`config.mk`:
```
export PLATFORM = sky130hd
export DESIGN_NAME = mul_issue_ctrl
export DESIGN_NICKNAME = d
export VERILOG_FILES = /design/src/rtl/mul_issue_ctrl.sv
export SDC_FILE = /design/constraint.sdc
export NUM_CORES = 1
export LEC_CHECK = 0
export BUFFER_PORTS_ARGS = -buffer_cell sky130_fd_sc_hd__buf_2
export CAP_MARGIN = 15
export CORE_ASPECT_RATIO = 0.7
export CORE_MARGIN = 10
export CORE_UTILIZATION = 41
export CTS_BUF_LIST = sky130_fd_sc_hd__clkbuf_4
export CTS_CLUSTER_SIZE = 40
export DETAILED_ROUTE_END_ITERATION = 7
export PLACE_DENSITY = 0.66
export SLEW_MARGIN = 30
export SYNTH_ARGS = -nofsm -noshare
export SYNTH_HDL_FRONTEND = slang
export SYNTH_SLANG_ARGS = --single-unit
```
`constraint.sdc`:
```
create_clock -name clk -period 7.19 [get_ports clk]
set_input_delay 1.7975 -clock clk [delete_from_list [all_inputs] [get_ports clk]]
set_output_delay 1.7975 -clock clk [all_outputs]
set_load 0.05 [all_outputs]
```
`src/rtl/mul_issue_ctrl.sv`:
```
// Operand-issue controller for a sequential signed multiplier: FIFO-buffered operand pairs, one operation at a time, ordered result register.
// Optional zero-operand bypass (result 0 without starting the multiplier) enabled by defining MUL_ISSUE_ZERO_BYPASS_EN.
module mul_issue_ctrl #(
  parameter int WIDTH = 16,
  parameter int DEPTH = 4
) (
  input  logic                     clk,
  input  logic                     rst,
  input  logic                     in_valid,
  input  logic [WIDTH-1:0]         in_a,
  input  logic [WIDTH-1:0]         in_b,
  output logic                     in_ready,
  output logic                     mul_start,
  output logic [WIDTH-1:0]         mul_a,
  output logic [WIDTH-1:0]         mul_b,
  input  logic                     mul_ready,
  input  logic [2*WIDTH-1:0]       mul_product,
  output logic                     res_valid,
  output logic [2*WIDTH-1:0]       res_product,
  input  logic                     res_ready,
  output logic                     busy,
  output logic [$clog2(DEPTH):0]   level
);

  localparam int AW = $clog2(DEPTH);
  localparam logic [AW:0] LVL_FULL = (AW+1)'(DEPTH);

  typedef enum logic [1:0] {IDLE, ISSUE, WAIT_BUSY, WAIT_DONE} state_t;

  state_t           state;
  logic [WIDTH-1:0] fifo_a [DEPTH];
  logic [WIDTH-1:0] fifo_b [DEPTH];
  logic [AW-1:0]    wr_ptr;
  logic [AW-1:0]    rd_ptr;
  logic [WIDTH-1:0] head_a;
  logic [WIDTH-1:0] head_b;
  logic             full;
  logic             empty;
  logic             push;
  logic             pop;
  logic             slot_free;
  logic             head_zero;
  logic             bypass;
  logic             issue_go;
  logic             capture;

  assign full      = (level == LVL_FULL);
  assign empty     = (level == '0);
  assign in_ready  = !full;
  assign push      = in_valid && !full;
  assign head_a    = fifo_a[rd_ptr];
  assign head_b    = fifo_b[rd_ptr];
  assign slot_free = !res_valid || res_ready;

`ifdef MUL_ISSUE_ZERO_BYPASS_EN
  assign head_zero = (head_a == '0) || (head_b == '0);
`else
  assign head_zero = 1'b0;
`endif

  // A zero-operand head with the slot occupied simply takes the normal multiplier path.
  assign bypass   = (state == IDLE) && !empty && head_zero && slot_free;
  assign issue_go = (state == IDLE) && !empty && mul_ready && !bypass;
  assign pop      = bypass || issue_go;
  assign capture  = (state == WAIT_DONE) && mul_ready && slot_free;

  always_ff @(posedge clk) begin
    if (push) begin
      fifo_a[wr_ptr] <= in_a;
      fifo_b[wr_ptr] <= in_b;
    end
  end

  always_ff @(posedge clk or negedge rst) begin
    if (!rst) begin
      wr_ptr <= '0;
      rd_ptr <= '0;
      level  <= '0;
    end else begin
      if (push) wr_ptr <= wr_ptr + 1'b1;
      if (pop)  rd_ptr <= rd_ptr + 1'b1;
      case ({push, pop})
        2'b10:   level <= level + 1'b1;
        2'b01:   level <= level - 1'b1;
        default: level <= level;
      endcase
    end
  end

  always_ff @(posedge clk or negedge rst) begin
    if (!rst) begin
      state       <= IDLE;
      mul_start   <= 1'b0;
      busy        <= 1'b0;
      mul_a       <= '0;
      mul_b       <= '0;
      res_valid   <= 1'b0;
      res_product <= '0;
    end else begin
      case (state)
        IDLE: begin
          mul_start <= 1'b0;
          if (issue_go) begin
            mul_a     <= head_a;
            mul_b     <= head_b;
            mul_start <= 1'b1;
            busy      <= 1'b1;
            state     <= ISSUE;
          end
        end
        ISSUE: begin
          mul_start <= 1'b0;
          state     <= WAIT_BUSY;
        end
        WAIT_BUSY: begin
          if (!mul_ready) state <= WAIT_DONE;
        end
        WAIT_DONE: begin
          if (capture) begin
            busy  <= 1'b0;
            state <= IDLE;
          end
        end
        default: begin
          mul_start <= 1'b0;
          busy      <= 1'b0;
          state     <= IDLE;
        end
      endcase

      if (capture) begin
        res_product <= mul_product;
        res_valid   <= 1'b1;
      end else if (bypass) begin
        res_product <= '0;
        res_valid   <= 1'b1;
      end else if (res_ready) begin
        res_valid   <= 1'b0;
      end
    end
  end

endmodule

```
Word level (Yosys, flattened, before mapping)
Memories as Yosys holds them, arrays and structs flattened. A register that Yosys moved wholly into a read port is not among the register bits.
Cells that the tools add are included.
Storage, ports and cells
  flip-flop bits (word level): 44
  bits in latches: 0
  RAM bits: 128
  bits in read-only memories: 0
  output and inout bits: 71
  logic and storage cells: 57
  memories: 2
Memories
  fifo_a: depth 4, width 16, read ports 1, clocked after memory_dff 1, write ports 1, RTL line 31  | logic [WIDTH-1:0] fifo_a [DEPTH];
  fifo_b: depth 4, width 16, read ports 1, clocked after memory_dff 1, write ports 1, RTL line 32  | logic [WIDTH-1:0] fifo_b [DEPTH];
Operators by class
  $add $sub $neg: 4
  multipliers: 0
  div/mod/pow operators: 0
  $lt $le $gt $ge: 0
  equality and inequality tests: 9
  shift-type cells: 0
  mux-type cells: 14
  bitwise operators: 0
  reduce and logical (&&, ||, !) cells: 20
Operator list (count)
  $pmux 2 s4: 1
  $reduce_bool 2->1: 4
  $mux 1: 7
  $eq 2x2->1 const B: 3
  $mux 2: 3
  $ne 2x2->1 const B: 3
  $pmux 3 s2: 1
  $reduce_and 3->1: 2
  $logic_and 1x1->1: 5
  $logic_not 1->1: 5
  $add 2x1->2 const B: 2
  $eq 2x1->1 const B: 2
  $pmux 1 s2: 2
  $add 3x1->3 const B: 1
  $eq 3x3->1 const B: 1
  $logic_not 3->1: 1
  $sub 3x1->3 const B: 1
  $logic_not 2->1: 1
  $reduce_and 2->1: 1
  $logic_or 1x1->1: 1

Logic depth before layout (Yosys ltp)
Gate-level depths: netlist (run 1).
  depth in word-level cells: 6
  depth in mapped cells: 11

Worst setup path after synthesis (run 1)
Ideal clock, no wire load.
  path kind: input -> register
  start point: input port mul_ready
  end point: register level[2]
  arrival time: 3.274 ns
  required time: 7.041 ns
  setup slack: 3.767 ns
  stages: 9
  buffers on the path: 1
  cell sequence: o311ai_4 inv_2 clkbuf_1 ha_1 inv_1 fa_1 xor2_1 nor2_1 xor2_1
On the way
  cells in the longest elaborated chain, start to end: 3
  elaborated cells between the ends (all ways): 5
Ends and longest elaborated chain
  from (decl): RTL line 16  | input logic mul_ready,
  $logic_and 1x1->1 *: RTL line 63  | assign issue_go = (state == IDLE) && !empty && mul_ready && !bypass;
  via issue_go: RTL line 44  | logic issue_go;
  $eq 2x1->1 / $eq 2x2->1 (equally long branches): RTL line 82  | case ({push, pop})
  $pmux 3 s2 / $reduce_bool 2->1 (equally long branches)
  to (signal assigned): RTL line 83  | 2'b10: level <= level + 1'b1;
  to (signal assigned): RTL line 84  | 2'b01: level <= level - 1'b1;
  to (signal assigned): RTL line 85  | default: level <= level;
  to (decl): RTL line 22  | output logic [$clog2(DEPTH):0] level
The timed path passes the listed nets; every way through them passes the cells marked *.
A chain may end at the register's enable or synchronous reset.

Final worst setup path (run 1)
  start point: register level[1]
  end point: output port in_ready
On the way
  cells in the longest elaborated chain, start to end: 2
Ends and longest elaborated chain
  $eq 3x3->1: RTL line 47  | assign full = (level == LVL_FULL);
  $logic_not 1->1: RTL line 49  | assign in_ready = !full;
  to (decl): RTL line 12  | output logic in_ready,
No other way between the ends.

==> results of run 1 <==
==> layer usage <==
layer	global-route usage (%)	wire, um	vias up
li1	-	-	1980
met5	0	23	-
met1	16.0	7070	2113
met3	5.55	1590	32
met2	20.7	7390	157
met4	4.26	238	4
==> metrics by stage <==
stage | cells | worst slack, ns
global route | 883 | 3.48
global placement | 795 | 3.08
finish | 883 | 3.60
floorplan | 434 | 3.77
CTS | 882 | 3.52
detailed placement | 795 | 2.96
==> cells in the mapped netlist, drive strengths merged <==
master / count / share of area (%)
a21boi: 1 / 0.097
a21oi: 1 / 0.065
a221oi: 1 / 0.11
and2: 1 / 0.11
and3: 4 / 0.39
buf: 9 / 0.76
clkbuf: 8 / 0.39
dfrtp: 76 / 25
edfxtp: 128 / 50
fa: 1 / 0.26
ha: 9 / 1.5
inv: 10 / 0.49
mux2: 35 / 5.2
mux2i: 1 / 0.13
mux4: 32 / 9.3
nand2: 100 / 4.9
nand2b: 2 / 0.16
nor2: 2 / 0.13
nor2b: 1 / 0.081
o21ai: 1 / 0.065
o2bb2ai: 1 / 0.11
o311ai: 1 / 0.34
o31ai: 1 / 0.097
o32a: 1 / 0.13
or3b: 1 / 0.15
xnor2: 4 / 0.45
xor2: 2 / 0.23
==> state kept, by name (all words and copies together) (netlist names) <==
| register | cells |
|---|---|
| res_product | 32 |
| level | 3 |
| mul_start | 1 |
| mul_b | 16 |
| busy | 1 |
| state | 2 |
| rd_ptr | 2 |
| fifo_b | 64 |
| res_valid | 1 |
| wr_ptr | 2 |
| mul_a | 16 |
| fifo_a | 64 |
==> layout make-up <==
| class | instances | area, sq um |
|---|---|---|
| Clock inverter | 12 | 48.8 |
| Fill cell | 1581 | 8970 |
| Sequential cell | 204 | 5750 |
| Multi-Input combinational cell | 203 | 1850 |
| Tap cell | 236 | 295 |
| Clock buffer | 75 | 563 |
| Timing Repair Buffer | 143 | 752 |
| Inverter | 10 | 37.5 |
==> report_power, final <==
part | internal [uW] | switching (uW) | total, uW
registers | 1620 | 219 | 1840
logic | 559 | 1180 | 1740
clock network | 474 | 440 | 915
==> worst max-delay path by stage <==
stage,start,to,slack (ns),cells past startpoint
floorplan,mul_ready,level[2],3.77,9
global placement,mul_ready,level[2],3.08,10
detailed placement,mul_ready,level[2],2.96,10
CTS,level[1],in_ready,3.52,2
global route,mul_ready,level[2],3.48,10
finish,level[1],in_ready,3.60,2
==> logic make-up after synthesis <==
kind of cell    after synthesis  share of synthesized area [%]
compound gates                8                           1.02
xor+xnor                      6                          0.681
fa+ha+maj                    10                           1.72
buf+inv                      27                           1.64
flops                       204                           74.4
mux                          68                           14.6
simple gates                111                           5.88
==> critical path: stages (launching register included) <==
cell     delay [ns]
dfrtp_1        0.48
or3b_4         0.46
buf_2          0.23
==> run metrics, run 1 <==
# setup viols final 0; crit start category flop; worst vdd ir 0.294 mV; Tmin final 3.59 ns; Final GP Congestion 0.739; Setup Skew 0.0256 ns; Setup TNS 0 ns; CTS H-Tree Depth 2; drt first pass iters 5; first-pass GRT wire length 25600 um; Avg WL per Cell 18.5 um; Hold EP mul_b[9]; RSZ-0062 raised after global routing no; Slew @ Worst Pin 0.920 ns; Post-CTS Hold Fix Bufs 0; number of synthesized register bits 204; IO Pins 140; R2R depth 11; Lkg Pwr 0.00389 uW; Hold Crit Start mul_b[9]; share of cells above drive strength 1 46.2%; Max clock buf depth 3; FF-to-FF End level[2]; Post-Syn Area 0.00772 sq mm; cts bufs inserted 49; Syn Nets 513; design area 0.00930 sq mm; Hold Path Class flop to flop; PostCTS Resize Cnt 0; width of the die 184 um; Post-Route WL 16300 um; Req. time, crit path 5.39 ns; final core utilization 50.9%; Slew Limit Fails 0; critical path class flop to output pin; Hold Slack 0.473 ns; insertion delay to the later sink of the worst-skew pair 0.63 ns; number of global-route vias before repair 4745; Residual DRC 0; total power 4490 uW; hold path depth 2; Post-CTS Setup Repair Bufs 0; Ys Warns 0; core area 0.0183 sq mm; Final nets 690; HPWL after detailed placement 10100 um; dpl cell area 0.00865 sq mm; Worst Path Arrival 1.80 ns; row count 41; die area 0.0248 sq mm; CTS Root Cell clkbuf_4; initial antenna violation count 2; vias 4286; synthesized area per cell 17.8 sq um; number of max-cap violations 0; most common cell after layout, fill and taps aside buf_2; TritonCTS clock tree yes; Syn Inst Count 434; Worst slew margin 38.6%; status complete, no violations; starting density of the core 42.3%; Final Cycle Share 50.0%; PD cells 483 mW/mm^2; Final Hold Vio Count 0; crit path capture type output pin; PortBufs 139; vias per inst 4.85; most frequent cells in the layout buf_2, edfxtp_1, nand2_1; initial DRC count 147; CP Max Fanout 6; r2r setup slk 4.15 ns; Unique masters post-synth 32; Seq/Total Area, Yosys 74.4%; GRT overflow 0; Layout area overhead 20.4%; Total Routing Usage GR 13.1%; Die Height 135 um; Clock transition at path regs 0.07 ns; Routed Antenna Nets 0; clk sink count 204; pin count of the biggest net entering global routing 77; fmax 278 MHz; start of the worst register-to-register path state[0]; Ant. Diodes 0
Power figures use the tool's default switching activity.
==> inputs of run 2 (changes only) <==
--- a/config.mk
+++ b/config.mk
@@ -13,7 +13,7 @@
 export CTS_BUF_LIST = sky130_fd_sc_hd__clkbuf_4
 export CTS_CLUSTER_SIZE = 40
 export DETAILED_ROUTE_END_ITERATION = 7
-export PLACE_DENSITY = 0.66
+export PLACE_DENSITY = 0.68
 export SLEW_MARGIN = 30
 export SYNTH_ARGS = -nofsm -noshare
 export SYNTH_HDL_FRONTEND = slang
==> constraint.sdc (replaced) <==
create_clock -name clk -period 3.3 [get_ports clk]
set_input_delay 0.825 -clock clk [delete_from_list [all_inputs] [get_ports clk]]
set_output_delay 0.825 -clock clk [all_outputs]
set_load 0.05 [all_outputs]
==> run 2 against run 1 <==
Compared with the run above: core utilization is 0.35 points higher; largest cell class unchanged; register-to-register slack worse by 3.1 ns; largest power group unchanged; count of clock-buffer cells in the layout is 2 lower; critical endpoint unchanged; clock skew is 0.015 ns higher.
==> run metrics, run 2 (same netlist as run 1, synthesis figures left out) <==
status complete, no violations; Slew @ Worst Pin 0.914 ns; most common cell after layout, fill and taps aside buf_2; crit start category flop; vias per inst 4.87; RSZ-0062 raised after global routing no; Avg WL per Cell 18.8 um; Req. time, crit path 2.47 ns; Post-CTS Hold Fix Bufs 0; Routed Antenna Nets 0; Lkg Pwr 0.00393 uW; post-place setup slack 1.02 ns; Setup Skew 0.0410 ns; Die Height 135 um; Worst slew margin 39.1%; fill cell count 1605; cts bufs inserted 50; Hold Slack 0.285 ns; R2R depth 9; fin worst setup slack 0.671 ns; share of cells above drive strength 1 45.8%; initial DRC count 231; Residual DRC 0; # setup viols final 0; die area 0.0248 sq mm; clk sink count 204; Ant. Diodes 0; Final nets 693; GRT overflow 0; CP Max Fanout 6; Tmin final 2.63 ns; biggest regs fifo_a (64), fifo_b (64), res_product (32); IO Pins 140; Final GP Congestion 0.800; crit path capture type output pin; Max clock buf depth 3; number of global-route vias before repair 4784; Clock transition at path regs 0.07 ns; Setup TNS 0 ns; first-pass GRT wire length 26100 um; Final Hold Vio Count 0; vias 4340; worst vdd ir 0.558 mV; CTS Root Cell clkbuf_4; pin count of the biggest net entering global routing 61; Worst Path Arrival 1.80 ns; core area 0.0183 sq mm; initial antenna violation count 3; most frequent cells in the layout buf_2, edfxtp_1, nand2_1; critical path class flop to output pin; CTS H-Tree Depth 2; Layout area overhead 21.3%; Hold Path Class primary input to async pin; Slew Limit Fails 0; PostCTS Resize Cnt 0; width of the die 184 um; Post-CTS Setup Repair Bufs 0; fmax 380 MHz; Final Cycle Share 79.7%; HPWL after detailed placement 10600 um; total power 9970 uW; Total Routing Usage GR 13.6%; starting density of the core 42.3%; drt first pass iters 4; number of max-cap violations 0; TritonCTS clock tree yes; PortBufs 139; Post-Route WL 16700 um; row count 41; insertion delay to the later sink of the worst-skew pair 0.65 ns; PD cells 1070 mW/mm^2
==> run 2: final timing paths <==
kind / slack (ns) / startpoint / endpoint
max: 0.67 / level[2] / in_ready
min: 0.29 / rst / res_product[18]
max reg2reg: 1.03 / level[2] / level[2]
min reg2reg: 0.47 / mul_a[15] / mul_a[15]
max in group asynchronous: 2.34 / rst / res_product[30]
min in group clk: 0.39 / in_b[5] / fifo_b[3][5]
==> run 2: critical path, stage by stage, from the launching register on <==
cell	delay, ns
dfrtp_1	0.47
or3b_4	0.45
buf_2	0.23
==> run 2: final cells by class <==
class	count	area [sq um]	area share (%)
clock inverter	20	128	1.36
sequential	204	5750	61.4
multi-input combinational	203	1850	19.7
inverter	10	37.5	0.401
clock buffer	73	548	5.86
timing repair buffer	145	756	8.07
tap	236	295	3.16
==> run 2: layer usage <==
metal	wire, um	vias up	track usage (%)	part of all wire, %
li1	-	1985	-	-
met1	7080	2143	16.0	42
met2	7480	169	21.4	45
met3	1820	37	6.40	11
met4	294	6	4.72	1.8
met5	43	-	0	0.26
==> run 2: where the power goes <==
| group | switching, uW | leakage, uW | total, uW | internal [uW] |
|---|---|---|---|---|
| Clock | 993 | 0.000398 | 2170 | 1180 |
| Sequential | 460 | 0.00209 | 4000 | 3540 |
| Combinational | 2580 | 0.00143 | 3800 | 1220 |
| Total | 4030 | 0.00393 | 9970 | 5940 |
==> run 2: stage by stage <==
| step | utilization, % | cell area, sq um | std cells |
|---|---|---|---|
| detailed placement | 47.5 | 8680 | 798 |
| global route | 51.2 | 9360 | 891 |
| global placement | 47.5 | 8680 | 798 |
| finish | 51.2 | 9360 | 891 |
| floorplan | - | 7720 | 434 |
| CTS | 51.2 | 9360 | 891 |
